## src/rtl/uart_rx_fifo.sv

```systemverilog
// uart_rx_fifo: 8N1 UART receiver feeding a first-word-fall-through receive FIFO.
// Define UART_RX_PARITY_EN to receive 8E1 frames and expose parity_err_o.
module uart_rx_fifo #(
    parameter int CLKS_PER_BIT = 868,
    parameter int FIFO_DEPTH   = 16
) (
    input  logic                          clk_i,
    input  logic                          rst_i,
    input  logic                          rxd_i,
    output logic [7:0]                    data_o,
    output logic                          valid_o,
    input  logic                          ready_i,
    output logic [$clog2(FIFO_DEPTH):0]   count_o,
    output logic                          overrun_o,
    output logic                          frame_err_o,
`ifdef UART_RX_PARITY_EN
    output logic                          parity_err_o,
`endif
    input  logic                          clr_err_i,
    output logic                          busy_o
);
    localparam int AW = $clog2(FIFO_DEPTH);
    localparam int CW = AW + 1;
    localparam logic [15:0] HALF = 16'(CLKS_PER_BIT / 2 - 1);
    localparam logic [15:0] FULL = 16'(CLKS_PER_BIT - 1);

`ifdef UART_RX_PARITY_EN
    typedef enum logic [2:0] {IDLE, START, DATA, PARITY, STOP} state_t;
`else
    typedef enum logic [2:0] {IDLE, START, DATA, STOP} state_t;
`endif

    state_t          state_q, state_d;
    logic [15:0]     cnt_q, cnt_d;
    logic [2:0]      idx_q, idx_d;
    logic [7:0]      shift_q, shift_d;
    logic            rx1_q, rxs_q;
    logic [AW-1:0]   wptr_q, wptr_d, rptr_q, rptr_d;
    logic [CW-1:0]   count_q, count_d;
    logic            ovr_q, ovr_d, ferr_q, ferr_d;
    logic [7:0]      mem [FIFO_DEPTH];
    logic            tick, push, ferr_set, pop, full, wr, ovr_set;
`ifdef UART_RX_PARITY_EN
    logic            perr_q, perr_d, pbad_q, pbad_d, perr_set;
`endif

    assign tick    = cnt_q == 16'd0;
    assign valid_o = count_q != '0;
    assign full    = count_q == CW'(FIFO_DEPTH);
    assign pop     = valid_o && ready_i;
    assign wr      = push && (!full || pop);
    assign ovr_set = push && full && !pop;
    assign data_o  = valid_o ? mem[rptr_q] : 8'h00;
    assign count_o = count_q;
    assign overrun_o   = ovr_q;
    assign frame_err_o = ferr_q;
    assign busy_o  = state_q != IDLE;
`ifdef UART_RX_PARITY_EN
    assign parity_err_o = perr_q;
`endif

    // Receiver FSM: mid-bit sampling driven by the baud down-counter
    always_comb begin
        state_d  = state_q;
        cnt_d    = (state_q != IDLE && !tick) ? cnt_q - 16'd1 : cnt_q;
        idx_d    = idx_q;
        shift_d  = shift_q;
        push     = 1'b0;
        ferr_set = 1'b0;
`ifdef UART_RX_PARITY_EN
        pbad_d   = pbad_q;
        perr_set = 1'b0;
`endif
        case (state_q)
            IDLE: if (!rxs_q) begin
                state_d = START;
                cnt_d   = HALF;
            end
            START: if (tick) begin
                state_d = rxs_q ? IDLE : DATA;
                cnt_d   = FULL;
                idx_d   = 3'd0;
            end
            DATA: if (tick) begin
                shift_d[idx_q] = rxs_q;
                cnt_d          = FULL;
                idx_d          = idx_q + 3'd1;
`ifdef UART_RX_PARITY_EN
                if (idx_q == 3'd7) state_d = PARITY;
`else
                if (idx_q == 3'd7) state_d = STOP;
`endif
            end
`ifdef UART_RX_PARITY_EN
            PARITY: if (tick) begin
                perr_set = ^shift_q ^ rxs_q;
                pbad_d   = perr_set;
                cnt_d    = FULL;
                state_d  = STOP;
            end
`endif
            STOP: if (tick) begin
                state_d  = IDLE;
`ifdef UART_RX_PARITY_EN
                push     = rxs_q && !pbad_q;
`else
                push     = rxs_q;
`endif
                ferr_set = !rxs_q;
            end
            default: state_d = IDLE;
        endcase
    end

    // FIFO pointer/occupancy and sticky error flag next-state
    always_comb begin
        wptr_d  = wr ? wptr_q + AW'(1) : wptr_q;
        rptr_d  = pop ? rptr_q + AW'(1) : rptr_q;
        count_d = count_q + CW'(wr) - CW'(pop);
        ovr_d   = ovr_set | (ovr_q & !clr_err_i);
        ferr_d  = ferr_set | (ferr_q & !clr_err_i);
`ifdef UART_RX_PARITY_EN
        perr_d  = perr_set | (perr_q & !clr_err_i);
`endif
    end

    // State registers; synchronizer resets to idle-high so reset never looks like a start bit
    always_ff @(posedge clk_i) begin
        if (rst_i) begin
            rx1_q   <= 1'b1;
            rxs_q   <= 1'b1;
            state_q <= IDLE;
            cnt_q   <= '0;
            idx_q   <= '0;
            shift_q <= '0;
            wptr_q  <= '0;
            rptr_q  <= '0;
            count_q <= '0;
            ovr_q   <= 1'b0;
            ferr_q  <= 1'b0;
`ifdef UART_RX_PARITY_EN
            perr_q  <= 1'b0;
            pbad_q  <= 1'b0;
`endif
        end else begin
            rx1_q   <= rxd_i;
            rxs_q   <= rx1_q;
            state_q <= state_d;
            cnt_q   <= cnt_d;
            idx_q   <= idx_d;
            shift_q <= shift_d;
            wptr_q  <= wptr_d;
            rptr_q  <= rptr_d;
            count_q <= count_d;
            ovr_q   <= ovr_d;
            ferr_q  <= ferr_d;
`ifdef UART_RX_PARITY_EN
            perr_q  <= perr_d;
            pbad_q  <= pbad_d;
`endif
        end
    end

    // FIFO storage; contents are only observable through valid_o so no reset is needed
    always_ff @(posedge clk_i) begin
        if (!rst_i && wr) mem[wptr_q] <= shift_q;
    end
endmodule

```

## config.mk

```make
export PLATFORM = sky130hd
export DESIGN_NAME = uart_rx_fifo
export DESIGN_NICKNAME = d
export VERILOG_FILES = /design/src/rtl/uart_rx_fifo.sv
export SDC_FILE = /design/constraint.sdc
export NUM_CORES = 1
export LEC_CHECK = 0
export CAP_MARGIN = 30
export CELL_PAD_IN_SITES_DETAIL_PLACEMENT = 0
export CELL_PAD_IN_SITES_GLOBAL_PLACEMENT = 1
export CORE_MARGIN = 3
export CORE_UTILIZATION = 25
export DETAILED_ROUTE_END_ITERATION = 16
export PLACE_DENSITY = 0.5
export SYNTH_ARGS = -nofsm -noshare
export SYNTH_HDL_FRONTEND = slang
export SYNTH_SLANG_ARGS = --single-unit
```

## constraint.sdc

```tcl
create_clock -name clk_i -period 8.4 [get_ports clk_i]
set_input_delay 1.68 -clock clk_i [delete_from_list [all_inputs] [get_ports clk_i]]
set_output_delay 1.68 -clock clk_i [all_outputs]
set_load 0.01 [all_outputs]
```

==> impl_metrics.tcl, run 1 <==
set metrics [dict create \
    cts_tree "built" \
    critPathLaunchType "flop" \
    grt_pass1_vias 4393 \
    min_path_cells 1 \
    synth_edf_count 128 \
    final_core_util_pct 29.73 \
    peakVddDrop_mv 0.1807 \
    stdcell_count 938 \
    cts_setup_buffers 0 \
    combPwrFrac_pct 30.8 \
    min-delay-path-class "reg2reg" \
    layout_min_cycle_time_ps 4527 \
    hold_start "rx1_q" \
    whs_endpoint "rxs_q" \
    wl_per_cell_um 16.12 \
    cp-end-kind "output port" \
    viasPerCell 4.451 \
    cts_resized 0 \
    layout-drive-gt1-share_pct 16.61 \
    report.final.slew_viol_count 0 \
    fp.coreArea_sq_mm 0.02972 \
    maxCapViolCount 0 \
    crit_type "reg2out" \
    rr_endpoint "count_o[4]" \
    grt_overflow 0 \
    ys_types 54 \
    cts_buffer_depth 2 \
    slew_headroom_pct 37.60 \
    vias 4175 \
    fin_setup_tns_ps 0 \
    rsz0062_at_grt "false" \
    ant_nets 0 \
    cts-root-buf "clkbuf_16" \
    grt_usage_pct 9.638 \
    synth-main-ff-cell "edfxtp_1" \
    die_y_um 179.9 \
    reg2reg_from "cnt_q[0]" \
    boundaryPins 22 \
    start_util_pct 25.44 \
    placed_cells 906 \
    synth_fp_nets 542 \
    r2r_cells 16 \
    tightest_slew_ps 932.6 \
    grt_first_pass_wirelength_um 24520 \
    areaGrowthSynthToFinish_pct 16.85 \
    fillCellCount 2944 \
    portBuffers 21 \
    leakage_uw 0.002838 \
    hold_viol_final 0 \
    h-tree-depth 4 \
    antenna_found_initial 0 \
    switchingPower_uw 929.5 \
    p_clk_share_pct 31.4 \
    place_hpwl_um 10280 \
    fin_crit_sh_pct 53.89 \
    setup_violations 0 \
    yosys_register_bits 178 \
    gp_congestion 0.7120 \
    num_rows 63 \
    cp_max_fo 8 \
    diodes 0 \
    r2r_slack_ps 4810 \
    synth.avg_cell_area_sq_um 14.62 \
    fmax_mhz 220.9 \
    crit_required_ps 6720 \
    mostFrequentLayoutCell "edfxtp_1" \
    status "completed" \
    intPower_uw 1762 \
    clock_skew_ps 16.07 \
    path_clk_slew_ps 80 \
    grt_max_degree 43 \
    syn-cell-area_sq_mm 0.007560 \
    cts_sinks 178 \
    fin_nets 560 \
    clk_latency_ps 440 \
    ctsHoldBuffers 0 \
    final_cell_mix "128 x edfxtp_1, 56 x nor2_1, 49 x dfxtp_1, 32 x mux4_2, 23 x mux2i_1" \
    drc 0 \
    cp.arrival_ps 2850 \
    wl_um 15120 \
    p_sw_share_pct 34.54 \
    drt_pass1_iterations 4 \
    synthArstFlopShare_pct 0 \
    drt_iter0_markers 253 \
    yosys_warnings 0 \
    p_seq_share_pct 37.8 \
    dieArea_sq_mm 0.03236 \
    power_density_mw_per_mm2 304.7 \
    seq_area_frac_synth_pct 64.08 \
    die_w_um 179.9 \
    cts_made_buffers 17 \
    synthCells 517 \
]
flip-flops by register name, indices dropped and copies added, names as in the netlist, 2 cells and up, named ones only:
signal,cells
count_o,5
idx_q,3
rptr_q,4
state_q,2
shift_q,8
wptr_q,4
mem,128
cnt_q,16
worst max-delay path by stage:
stage / startpoint / end / slack (ps) / cells after the start
detailed placement: ready_i / count_o[4] / 4080 / 15
floorplan: ready_i / count_o[4] / 4790 / 15
global route: flop / data_o[1] / 3680 / 5
finish: count_o[2] / data_o[1] / 3870 / 6
CTS: flop / data_o[1] / 3830 / 5
global placement: ready_i / count_o[4] / 4130 / 15
stage by stage:
stage	power, uW	setup slack, ps	cell area [sq um]	hold WS (ps)
floorplan	1655	4788	7560	389.5
global placement	1875	4126	8154	392.8
detailed placement	1879	4084	8182	405.1
CTS	2732	3829	8833	424.0
global route	2847	3680	8833	441.4
finish	2691	3873	8833	419.9
power by group through the flow:
| stage | Combinational, uW | Clock [uW] | Sequential [uW] |
|---|---|---|---|
| 2_1_floorplan | 625 | 0 | 1030 |
| 3_3_place_gp | 838 | 0 | 1040 |
| 3_5_place_dp | 843 | 0 | 1040 |
| 4_1_cts | 846 | 868 | 1020 |
| 6_report | 828 | 846 | 1020 |
| 5_1_grt | 919 | 903 | 1030 |
worst max-delay path, stage by stage, from the launching register on:
cell and delay (ps):
dfxtp_1 340, inv_1 80, ha_1 160, or4b_2 680
nand2b_1 370, o22ai_1 250, clkdlybuf4s50_1 550
cells in the mapped netlist, types with 9 or more instances:
| master | n | area share, % |
|---|---|---|
| clkbuf_1 | 10 | 0.50 |
| nor3_1 | 12 | 0.79 |
| ha_1 | 19 | 3.1 |
| buf_1 | 9 | 0.45 |
| edfxtp_1 | 128 | 51 |
| o21ai_0 | 9 | 0.60 |
| a21oi_1 | 14 | 0.93 |
| inv_1 | 17 | 0.84 |
| nor2_1 | 56 | 2.8 |
| mux2i_1 | 23 | 3.0 |
| mux4_2 | 32 | 9.5 |
| xor2_1 | 9 | 1.0 |
| dfxtp_1 | 50 | 13 |
| nand2_1 | 21 | 1.0 |
logic make-up after synthesis:
kind of cell,Yosys count,synth area share [%]
AND/OR/NAND/NOR,151,10.89
multiplexers,56,12.73
buffers and inverters,44,2.582
flip-flops,178,64.08
XOR/XNOR,16,1.854
adder cells (fa/ha/maj),20,3.410
AO/OA/AOI/OAI,52,4.452
area by class of cell:
cell class	count	area (sq um)	area share [%]
inverters	18	67.56	0.7649
well taps	390	488.0	5.524
flip-flops and latches	178	4846	54.86
clock buffers	17	425.4	4.816
clock inverters	15	226.5	2.564
repair buffers	25	260.3	2.946
multi-input cells	295	2520	28.53
layer usage:
metal	part of all wire [%]	GRT usage (%)	vias up
li1	-	-	2002
met1	49	13.44	2097
met2	46	14.91	67
met3	3.9	2.428	9
met4	0.85	2.785	0
met5	0	0	-
Note: power is estimated with default switching activity, not from simulation.
==> run 2, diff against run 1 <==
Clock period 8.4 ns to 4.6 ns, I/O delays scaled along.
==> run 2 against run 1 <==
Compared with the run above:
- die area did not move
- register-to-register slack worse by 3800 ps
- hold slack improved by 3.0 ps
- utilization shrank 0.067 points
- sequential power rose by 84%
- clock skew down 1.3 ps
- via count rose by 0.84%
- critical path type unchanged
==> impl_metrics.tcl, run 2 (same netlist as run 1, synthesis figures left out) <==
set metrics [dict create \
    start_util_pct 25.44 \
    largest_register_ffs 128 \
    fin_nets 561 \
    report.final.slew_viol_count 0 \
    hold_viol_final 0 \
    grt_overflow 0 \
    drt_pass1_iterations 4 \
    largest-register "mem" \
    clk_latency_ps 440 \
    crit_required_ps 3680 \
    cts_buffer_depth 2 \
    mostFrequentLayoutCell "edfxtp_1" \
    layout_min_cycle_time_ps 3718 \
    critical_path_buf_inv_count 2 \
    cp.arrival_ps 2800 \
    cts_sinks 178 \
    min-delay-path-class "reg2reg" \
    path_clk_slew_ps 80 \
    areaGrowthSynthToFinish_pct 16.58 \
    cp-end-kind "output port" \
    tightest_slew_ps 949.3 \
    cts_tree "built" \
    crit_type "reg2out" \
    layout-drive-gt1-share_pct 16.76 \
    ant_nets 0 \
    maxCapViolCount 0 \
    fin_setup_tns_ps 0 \
    rsz0062_at_grt "false" \
    max_stage_delay_ps 670 \
    design_area_sq_mm 0.008813 \
    place_hpwl_um 10610 \
    fp.coreArea_sq_mm 0.02972 \
    status "completed" \
    setup_violations 0 \
    drc 0 \
    critical_path.cell_chain "inv_1 -> ha_1 -> or4b_2 -> nand2b_1 -> o22ai_1 -> clkdlybuf4s50_1" \
    grt_pass1_vias 4530 \
    dpl_cell_area_sq_mm 0.008182 \
    boundaryPins 22 \
    drt_iter0_markers 241 \
    cts_setup_buffers 0 \
    reg_top3 "mem: 128 flops, cnt_q: 16 flops, shift_q: 8 flops" \
    wl_per_cell_um 16.92 \
    cp_top_family "simple AND/OR/NAND/NOR gates" \
    cts_resized 0 \
    slew_headroom_pct 36.48 \
    antenna_found_initial 0 \
    grt_max_degree 37 \
    wl_um 15890 \
    cp_slowest_cell "or4b_2" \
    cp_max_fo 8 \
    clock_skew_ps 14.73 \
    diodes 0 \
    cts_made_buffers 17 \
    gp_congestion 0.7240 \
    num_rows 63 \
    vias 4210 \
    die_y_um 179.9 \
    power_density_mw_per_mm2 556.4 \
    final_cell_mix "128 x edfxtp_1, 56 x nor2_1, 49 x dfxtp_1, 32 x mux4_2, 23 x mux2i_1" \
    h-tree-depth 4 \
    ctsHoldBuffers 0 \
    portBuffers 21 \
    critPathLaunchType "flop" \
    leakage_uw 0.002834 \
    cts-root-buf "clkbuf_16" \
    viasPerCell 4.483 \
    fin_crit_sh_pct 80.82 \
    grt_first_pass_wirelength_um 25740 \
    peakVddDrop_mv 0.3520 \
    fmax_mhz 269.0 \
    dieArea_sq_mm 0.03236 \
    die_w_um 179.9 \
    grt_usage_pct 10.23 \
]
## run 2: cell types whose count changed in the layout (fill, tap and decap cells not counted)
cell	previous run	this run
buf_16	1	0
inv_8	2	3
buf_12	0	1
inv_12	6	5
clkinv_8	6	4
inv_6	1	3
buf_4	3	4
## run 2: path summary, 6_finish.rpt
path | from | end | slack, ps | cells after the start
max | count_o[2] | data_o[1] | 880 | 6
min | rx1_q | rxs_q | 420 | 1
max reg2reg | cnt_q[0] | count_o[4] | 1050 | 16
min reg2reg | rx1_q | rxs_q | 420 | 1
## run 2: through the flow
| stage | hold WS [ps] | cells | setup slack (ps) | util (%) | total power (uW) |
|---|---|---|---|---|---|
| after floorplan | 389.5 | 517 | 1459 | - | 3023 |
| after global placement | 394.8 | 907 | 1058 | 27.53 | 3435 |
| after detailed placement | 405.2 | 907 | 983.8 | 27.53 | 3454 |
| after CTS | 423.5 | 939 | 788.7 | 29.66 | 4993 |
| after global routing | 454.3 | 939 | 658.6 | 29.66 | 5188 |
| final | 423.0 | 939 | 882.4 | 29.66 | 4904 |
## run 2: report_power, final
part           internal [uW]  total [uW]  leakage, uW  switching [uW]
clock                    762        1520     0.000305             759
combinational            683        1500     0.000937             816
sequential              1770        1880      0.00159             110
total                   3220        4900      0.00283            1680
## run 2: area by class of cell
cell class,instances,area [sq um]
Clock inverter,15,206.4
Tap cell,390,488.0
Clock buffer,17,425.4
Fill cell,2939,20900
Inverter,18,67.56
Sequential cell,178,4846
Timing Repair Buffer,26,260.3
Multi-Input combinational cell,295,2520
## run 2: routing by layer
| layer | wire [um] | vias up | GRT usage [%] |
|---|---|---|---|
| met5 | 0 | - | 0 |
| met4 | 239 | 0 | 3.373 |
| met3 | 460 | 20 | 2.448 |
| met2 | 7851 | 61 | 16.87 |
| met1 | 7337 | 2123 | 13.28 |
| li1 | - | 2006 | - |
==> run 3, diff against run 2 <==
Settings changed: PLACE_DENSITY 0.5 to 0.52.
Clock period 4.6 ns to 3.4 ns, I/O delays scaled along.
==> run 3 against run 2 <==
Compared with the run above:
- utilization grew 0.65 points
- combinational power grew 49%
- critical path depth is 1 lower
- via count is 2.7% higher
- worst setup slack lost 670 ps
- critical endpoint is now data_o[3]
- cell area rose by 2.2%
- first-iteration DRC count increased by 39%
- clock power up 33%
- clock skew grew 7.4 ps
- register-to-register slack worse by 800 ps
- final cell count is 2.3% higher
==> impl_metrics.tcl, run 3 (same netlist as run 1, synthesis figures left out) <==
set metrics [dict create \
    cts-root-buf "clkbuf_16" \
    fmax_mhz 313.9 \
    power_density_mw_per_mm2 751.2 \
    max_stage_delay_ps 550 \
    setup_violations 0 \
    grt_overflow 0 \
    whs_endpoint "rxs_q" \
    fin_crit_sh_pct 93.71 \
    wl_um 15820 \
    finalWorstSetupSlack_ps 213.8 \
    placed_cells 929 \
    rsz0062_at_grt "false" \
    tightest_slew_ps 605.3 \
    mostFrequentLayoutCell "edfxtp_1" \
    status "completed" \
    cp_max_fo 32 \
    layout-drive-gt1-share_pct 20.67 \
    ant_nets 0 \
    cp_slowest_cell "mux4_2" \
    r2r_slack_ps 250 \
    min-delay-path-class "reg2reg" \
    antenna_found_initial 0 \
    die_y_um 179.9 \
    min_path_cells 1 \
    slew_headroom_pct 59.59 \
    start_util_pct 25.44 \
    grt_usage_pct 9.948 \
    wl_per_cell_um 16.46 \
    clk_latency_ps 440 \
    peakVddDrop_mv 0.5284 \
    clock_skew_ps 22.17 \
    critPathLaunchType "flop" \
    ctsHoldBuffers 0 \
    cts_made_buffers 17 \
    switchingPower_uw 2318 \
    path_clk_slew_ps 80 \
    largest_register_ffs 128 \
    p_sw_share_pct 34.26 \
    layout_min_cycle_time_ps 3186 \
    leakage_uw 0.002956 \
    reg_top3 "mem: 128 flops, cnt_q: 16 flops, shift_q: 8 flops" \
    rr_endpoint "count_o[4]" \
    critical_path.cell_chain "buf_12 -> mux4_2 -> mux2i_1 -> o22ai_1 -> clkdlybuf4s50_1" \
    cp.arrival_ps 2510 \
    h-tree-depth 4 \
    reg2reg_from "cnt_q[0]" \
    maxCapViolCount 0 \
    report.final.slew_viol_count 0 \
    grt_pass1_vias 4460 \
    viasPerCell 4.501 \
    final_cell_mix "128 x edfxtp_1, 56 x nor2_1, 49 x dfxtp_1, 32 x mux4_2, 25 x buf_4" \
    vias 4325 \
    hold_viol_final 0 \
    fp.coreArea_sq_mm 0.02972 \
    cts_sinks 178 \
    cts_buffer_depth 2 \
    cts_tree "built" \
    combPwrFrac_pct 32.9 \
    stdcell_count 961 \
    drt_iter0_markers 335 \
    dieArea_sq_mm 0.03236 \
    areaGrowthSynthToFinish_pct 19.13 \
    diodes 0 \
    fin_nets 583 \
    r2r_cells 16 \
    place_hpwl_um 10580 \
    num_rows 63 \
    boundaryPins 22 \
    largest-register "mem" \
    portBuffers 21 \
    fin_setup_tns_ps 0 \
    drt_pass1_iterations 5 \
    power_uw 6766 \
    gp_congestion 0.7763 \
    crit_type "reg2out" \
    hold_start "rx1_q" \
    grt_first_pass_wirelength_um 25360 \
    p_clk_share_pct 29.9 \
    die_w_um 179.9 \
    drc 0 \
    intPower_uw 4448 \
    p_seq_share_pct 37.2 \
    cp-end-kind "output port" \
    grt_max_degree 39 \
    whs_ps 428.0 \
    pre_cts_slack_ps 170.2 \
    crit_required_ps 2720 \
]
-- run 3: worst max-delay path by stage --
stage / startpoint / slack, ps / depth (start not counted) / to
2_1_floorplan: cnt_q[0] / 260 / 17 / count_o[4]
3_3_place_gp: cnt_q[0] / 230 / 16 / count_o[4]
3_5_place_dp: ready_i / 170 / 15 / count_o[4]
4_1_cts: count_o[3] / 50 / 6 / data_o[3]
5_1_grt: cnt_q[0] / 20 / 16 / count_o[4]
6_report: flop / 210 / 5 / data_o[3]
-- run 3: stage by stage --
stage	area (sq um)	util, %
2_1_floorplan	7560	-
3_3_place_gp	8359	28.13
3_5_place_dp	8359	28.13
4_1_cts	8987	30.24
5_1_grt	9006	30.31
6_report	9006	30.31
-- run 3: power groups by stage --
stage          combinational [uW]  clock (uW)  sequential [uW]
2_1_floorplan                1540           0             2540
3_3_place_gp                 2210           0             2560
3_5_place_dp                 2220           0             2560
4_1_cts                      2230        2080             2510
5_1_grt                      2450        2170             2540
6_report                     2230        2020             2520
-- run 3: timing repair --
action | 4_1_cts | 5_1_grt
buffers inserted | 0 | 0
gates cloned | 0 | 0
pin swaps | 0 | 1
setup endpoints to repair | 5 | 5
gates resized for setup | 2 | 5
-- run 3: critical path, delay by kind of cell (launching register included) --
kind / cells / cell delay, ps
muxes: 2 / 750
buffers and inverters: 2 / 800
AOI/OAI and AO/OA: 1 / 190
DFF: 1 / 340
-- run 3: area by class of cell --
class	count	area (sq um)
inverter	18	67.56
multi-input combinational	295	2544
clock inverter	15	197.7
fill	2939	20710
tap	390	488.0
sequential	178	4846
timing repair buffer	48	437.9
clock buffer	17	425.4
-- run 3: per-layer routing --
| metal | share of wire [%] | vias up | global-route usage [%] |
|---|---|---|---|
| met4 | 0.83 | 0 | 2.444 |
| met3 | 3.7 | 11 | 2.894 |
| met1 | 50 | 2194 | 14.36 |
| li1 | - | 2054 | - |
| met2 | 45 | 66 | 14.74 |
| met5 | 0 | - | 0 |
